### src/rtl/axis_width_packer.sv
// axis_width_packer: packs RATIO narrow stream beats into one wide word
// (first beat in lane 0); s_axis_last closes a partial word early.
// Ports: clk, reset (sync, active-high); s_axis_valid/data/last/ready
// narrow slave; m_axis_data/valid/last/ready wide master; m_axis_keep
// per-lane mask only when AXIS_PACKER_KEEP_EN is defined.
module axis_width_packer #(
  parameter int DATA_WIDTH = 8,
  parameter int RATIO      = 4
) (
  input  logic                        clk,
  input  logic                        reset,
  input  logic                        s_axis_valid,
  input  logic [DATA_WIDTH-1:0]       s_axis_data,
  input  logic                        s_axis_last,
  output logic                        s_axis_ready,
  output logic [DATA_WIDTH*RATIO-1:0] m_axis_data,
  output logic                        m_axis_valid,
  output logic                        m_axis_last,
  input  logic                        m_axis_ready
`ifdef AXIS_PACKER_KEEP_EN
  ,
  output logic [RATIO-1:0]            m_axis_keep
`endif
);

  localparam int CW = (RATIO > 1) ? $clog2(RATIO) : 1;
  localparam logic [CW-1:0] CNT_MAX = CW'(RATIO - 1);

  logic [CW-1:0]         cnt;
  logic [DATA_WIDTH-1:0] acc [RATIO-1];

  logic in_fire;
  logic out_fire;
  logic done;
  logic [DATA_WIDTH*RATIO-1:0] word;

  assign s_axis_ready = !m_axis_valid || m_axis_ready;
  assign in_fire      = s_axis_valid && s_axis_ready;
  assign out_fire     = m_axis_valid && m_axis_ready;
  assign done         = (cnt == CNT_MAX) || s_axis_last;

  // Lanes above cnt stay zero so stale acc contents never leak out.
  always_comb begin
    word = '0;
    for (int k = 0; k < RATIO - 1; k++) begin
      if (CW'(k) < cnt)
        word[k*DATA_WIDTH +: DATA_WIDTH] = acc[k];
    end
    word[cnt*DATA_WIDTH +: DATA_WIDTH] = s_axis_data;
  end

`ifdef AXIS_PACKER_KEEP_EN
  logic [RATIO-1:0] keep;

  always_comb begin
    keep = '0;
    for (int k = 0; k < RATIO; k++)
      keep[k] = (CW'(k) <= cnt);
  end
`endif

  always_ff @(posedge clk) begin
    if (reset) begin
      cnt          <= '0;
      m_axis_data  <= '0;
      m_axis_valid <= 1'b0;
      m_axis_last  <= 1'b0;
      for (int k = 0; k < RATIO - 1; k++)
        acc[k] <= '0;
`ifdef AXIS_PACKER_KEEP_EN
      m_axis_keep  <= '0;
`endif
    end else begin
      if (in_fire && !done) begin
        for (int k = 0; k < RATIO - 1; k++) begin
          if (CW'(k) == cnt)
            acc[k] <= s_axis_data;
        end
        cnt <= cnt + 1'b1;
      end
      // A completing beat wins over the drain so back-to-back
      // words leave no bubble.
      if (in_fire && done) begin
        m_axis_data  <= word;
        m_axis_valid <= 1'b1;
        m_axis_last  <= s_axis_last;
        cnt          <= '0;
`ifdef AXIS_PACKER_KEEP_EN
        m_axis_keep  <= keep;
`endif
      end else if (out_fire) begin
        m_axis_valid <= 1'b0;
        m_axis_last  <= 1'b0;
      end
    end
  end

endmodule

### config.mk
export PLATFORM = sky130hd
export DESIGN_NAME = axis_width_packer
export DESIGN_NICKNAME = d
export VERILOG_FILES = /design/src/rtl/axis_width_packer.sv
export SDC_FILE = /design/constraint.sdc
export NUM_CORES = 1
export LEC_CHECK = 0
export BUFFER_PORTS_ARGS = -buffer_cell sky130_fd_sc_hd__buf_2
export CORE_AREA = 4 4 108 110
export CTS_BUF_LIST = sky130_fd_sc_hd__clkbuf_4 sky130_fd_sc_hd__clkbuf_8 sky130_fd_sc_hd__clkbuf_16
export DETAILED_ROUTE_END_ITERATION = 10
export DIE_AREA = 0 0 112 114
export PLACE_DENSITY_LB_ADDON = 0.1
export SLEW_MARGIN = 20
export SYNTH_ARGS = -nofsm -noshare
export SYNTH_HDL_FRONTEND = slang
export SYNTH_SLANG_ARGS = --single-unit
export TNS_END_PERCENT = 10
### constraint.sdc
create_clock -name clk -period 5.12 [get_ports clk]
set_input_delay 0 -clock clk [delete_from_list [all_inputs] [get_ports clk]]
set_output_delay 0 -clock clk [all_outputs]
set_load 0.05 [all_outputs]
==> impl_metrics.py <==
metrics = {
    "placement": {
        "gp_routability_congestion": 0.735,
        "placedInstanceArea_mm2": 0.00297,
        "io_buffers": 47,
        "estimated_wirelength_of_the_detail_placed_design_um": 5300,
    },
    "finish": {
        "fin_util": 0.299,
        "final_layout_size_suffix_gt1_frac": 0.274,
        "final_stage_net_count": 290,
        "design_area_mm2": 0.00320,
        "antennaDiodeCount": 0,
        "filler_cell_count": 1129,
        "area.growth.synth_to_final_pct": 20.9,
    },
    "setup_path": {
        "critPathTopFamily": "simple AND/OR/NAND/NOR gates",
        "arrival_ns": 2.79,
        "worst_reg2reg_path_depth": 4,
        "worstPathBufferInverterCount": 0,
        "r2r_startpoint": "cnt[0]",
        "cp_max_stage_cell": "or2_1",
        "worst_ep_required_time_ns": 5.38,
        "cp_cell_sequence": "ha_1 > or2_1 > nand3_2 > a21oi_1",
        "critical_path.endpoint_type": "flop",
        "timing.rr.end": "m_axis_valid",
        "critical_path.max_fanout": 25,
        "max_stage_delay_ns": 0.79,
        "setup.reg_to_reg.worst_slack_ns": 2.59,
        "crit_type": "reg -> reg",
        "cp-start-kind": "flop",
    },
    "logic_synthesis": {
        "synth-seq-cells": 60,
        "syn_area_mm2": 0.00265,
        "post_synth_num_cell_types": 34,
        "synth_largest_type_area_fraction": 0.272,
        "yosys.area.top_type": "dfxtp_1",
        "avg_cell_area_syn_um2": 11.7,
        "postSynthCellCount": 227,
        "synth.top_cells.by_area": "dfxtp_1 27%, edfxtp_1 27%, a22oi_1 6.8%, a211oi_1 6.5%, a31oi_1 5.7%",
        "synth-edff-count": 24,
        "ys_seq_area_frac": 0.544,
        "synth.net_count": 248,
        "ys_dominant_reg_cell": "dfxtp_1",
        "share_of_synthesized_registers_carrying_an_async_set_or_reset": 0,
        "yosysWarningCount": 0,
    },
    "power_and_ir_drop": {
        "total_power_mw": 1.13,
        "power.ir.vdd_worst_uv": 120,
        "clock_power_share": 0.382,
        "power_per_cell_area_mw_per_mm2": 353,
        "switching_power_share_of_the_total": 0.282,
        "p_int_mw": 0.811,
        "sequential_share_of_power": 0.475,
        "power_frac_comb": 0.143,
        "power.switching_mw": 0.318,
        "power.leakage_nw": 1.21,
    },
    "detailed_routing": {
        "starting_drt_drc_count": 68,
        "drc_errors": 0,
        "finalWirelength_um": 8040,
        "post_route_ant_nets": 0,
        "viasPerCell": 5.01,
        "via_count": 2076,
        "avgRoutedWirePerCell_um": 19.4,
        "drt-pass1-iter-count": 6,
    },
    "timing": {
        "final_max_slew_viol_count": 0,
        "grt_setup_unrepaired": "no",
        "timing.final.setup_violations": 0,
        "relSlewSlack": 0.334,
        "worst-slew-pin-transition_ns": 0.998,
        "final_worst_hold_slack_ns": 0.00938,
        "timing.final.hold_violations": 0,
        "post-route-period-util": 0.494,
        "achievable-frequency_ghz": 0.395,
        "final.min_clock_period_ns": 2.53,
        "setup-tns-final_ns": 0,
        "clock-skew-final_ns": 0.00936,
    },
    "clock_tree": {
        "h-tree-depth": 3,
        "cts.repair.resized": 0,
        "max-clock-path-buffers": 2,
        "clk-insertion-delay-late_ns": 0.34,
        "cts.sinks": 60,
        "clock_tree_from_tritoncts": "done",
        "clockRootBuffer": "clkbuf_8",
        "cts_buffers": 9,
        "clock_transition_at_the_register_clock_pins_on_the_worst_setup_and_hold_paths_after_cts_ns": 0.07,
    },
    "global_routing": {
        "antenna_violations_before_repair": 0,
        "globalRoute.totalOverflow": 0,
        "combined_global_route_utilization_of_all_metal_layers": 0.132,
        "grt_pass1_wl_um": 12800,
        "first_global_vias": 2092,
        "grt_max_degree": 42,
    },
    "worst_hold_path": {
        "hold_ep": "m_axis_data[26]",
        "hp-start": "s_axis_data[2]",
        "whs_path_depth": 3,
        "hold_class": "in -> reg",
    },
    "floorplanning": {
        "design.die.area_mm2": 0.0128,
        "die_w_um": 112,
        "rows": 38,
        "initial_utilization": 0.247,
        "ioPinCount": 48,
        "core_area_mm2": 0.0107,
        "floorplan.die.height_um": 114,
    },
    "job": {
        "number_of_maximum_capacitance_constraint_violations": 0,
    },
    "run_status": {
        "run_status": "finished, final reports clean",
    },
}
==> per-stage QoR <==
stage,setup slack [ns],instances
after floorplan,3.16,227
after detailed placement,2.58,394
final,2.59,414
after global placement,2.64,394
after global routing,2.35,414
after CTS,2.58,414
==> placed cells by master (no fill, tap or decap), types with 9 or more instances in the layout <==
cell / count
clkbuf_8: 9
buf_2: 47
dfxtp_1: 36
nand3_1: 10
a22oi_1: 24
a31oi_1: 24
a211oi_1: 23
edfxtp_1: 24
==> logic make-up after synthesis <==
kind of cell | count (synthesis) | share of synthesized area
adder cells (fa/ha/maj) | 8 | 0.0378
multiplexers | 8 | 0.0302
flip-flops | 60 | 0.544
AND/OR/NAND/NOR | 42 | 0.118
AO/OA/AOI/OAI | 83 | 0.224
buffers and inverters | 26 | 0.0454
==> what timing repair did <==
action / 4_1_cts / 5_1_grt
setup buffers: 0 / 0
setup endpoints to repair: 0 / 0
hold endpoints to repair: 4 / 0
hold buffers: 4 / 0
==> Yosys cell counts (3+ instances only) <==
master    count
a22oi_1      24
mux2i_1       8
buf_4         3
o21ai_0       3
clkbuf_1      9
edfxtp_1     24
buf_2         9
nand2b_1      8
a41o_1        3
and2_1        8
a31oi_1      24
nand3_1      10
dfxtp_1      36
a211oi_1     23
ha_1          8
a21oi_1       4
==> cell type report <==
cell class                      instances  area [µm²]  area share
Tap cell                              140         175      0.0547
Multi-Input combinational cell        141        1090       0.339
Clock inverter                          3        40.0      0.0125
Inverter                                4        15.0     0.00469
Sequential cell                        60        1440       0.450
Clock buffer                           13         154      0.0481
Timing Repair Buffer                   53         290      0.0907
==> state kept, by name, summed over array words and instances, names as in the netlist <==
register      flops
m_axis_data      32
m_axis_last       1
cnt               2
m_axis_valid      1
acc              24
==> layer usage <==
metal  track usage  vias to the layer above  routed length (µm)
met5             0                        -                   0
met4        0.0553                        0                 102
met3        0.0249                        9                 344
met2         0.183                       58                3420
met1         0.201                     1035                4170
li1              -                      974                   -
==> power by group through the flow <==
stage	Clock, mW	Sequential, mW	Combinational [mW]
finish	0.432	0.536	0.162
global route	0.471	0.540	0.174
CTS	0.445	0.537	0.164
detailed placement	0	0.547	0.161
global placement	0	0.547	0.161
floorplan	0	0.589	0.0727
==> worst register-to-register path: cells and delay by family (launching register included) <==
kind / cells / cell delay (ns)
AND/OR/NAND/NOR: 2 / 1.16
adder cells (fa/ha/maj): 1 / 0.34
AO/OA/AOI/OAI: 1 / 0.26
flip-flops: 1 / 0.69
==> how the worst max path moves through the flow <==
stage | from | to | slack (ns) | cells past startpoint
5_1_grt | cnt[0] | m_axis_data[24] | 2.35 | 4
2_1_floorplan | cnt[0] | m_axis_data[0] | 3.16 | 7
6_report | cnt[0] | m_axis_valid | 2.59 | 4
4_1_cts | cnt[0] | m_axis_valid | 2.58 | 4
3_3_place_gp | cnt[0] | m_axis_data[25] | 2.64 | 4
3_5_place_dp | cnt[0] | m_axis_valid | 2.58 | 4
Note: power is estimated with default switching activity, not from simulation.
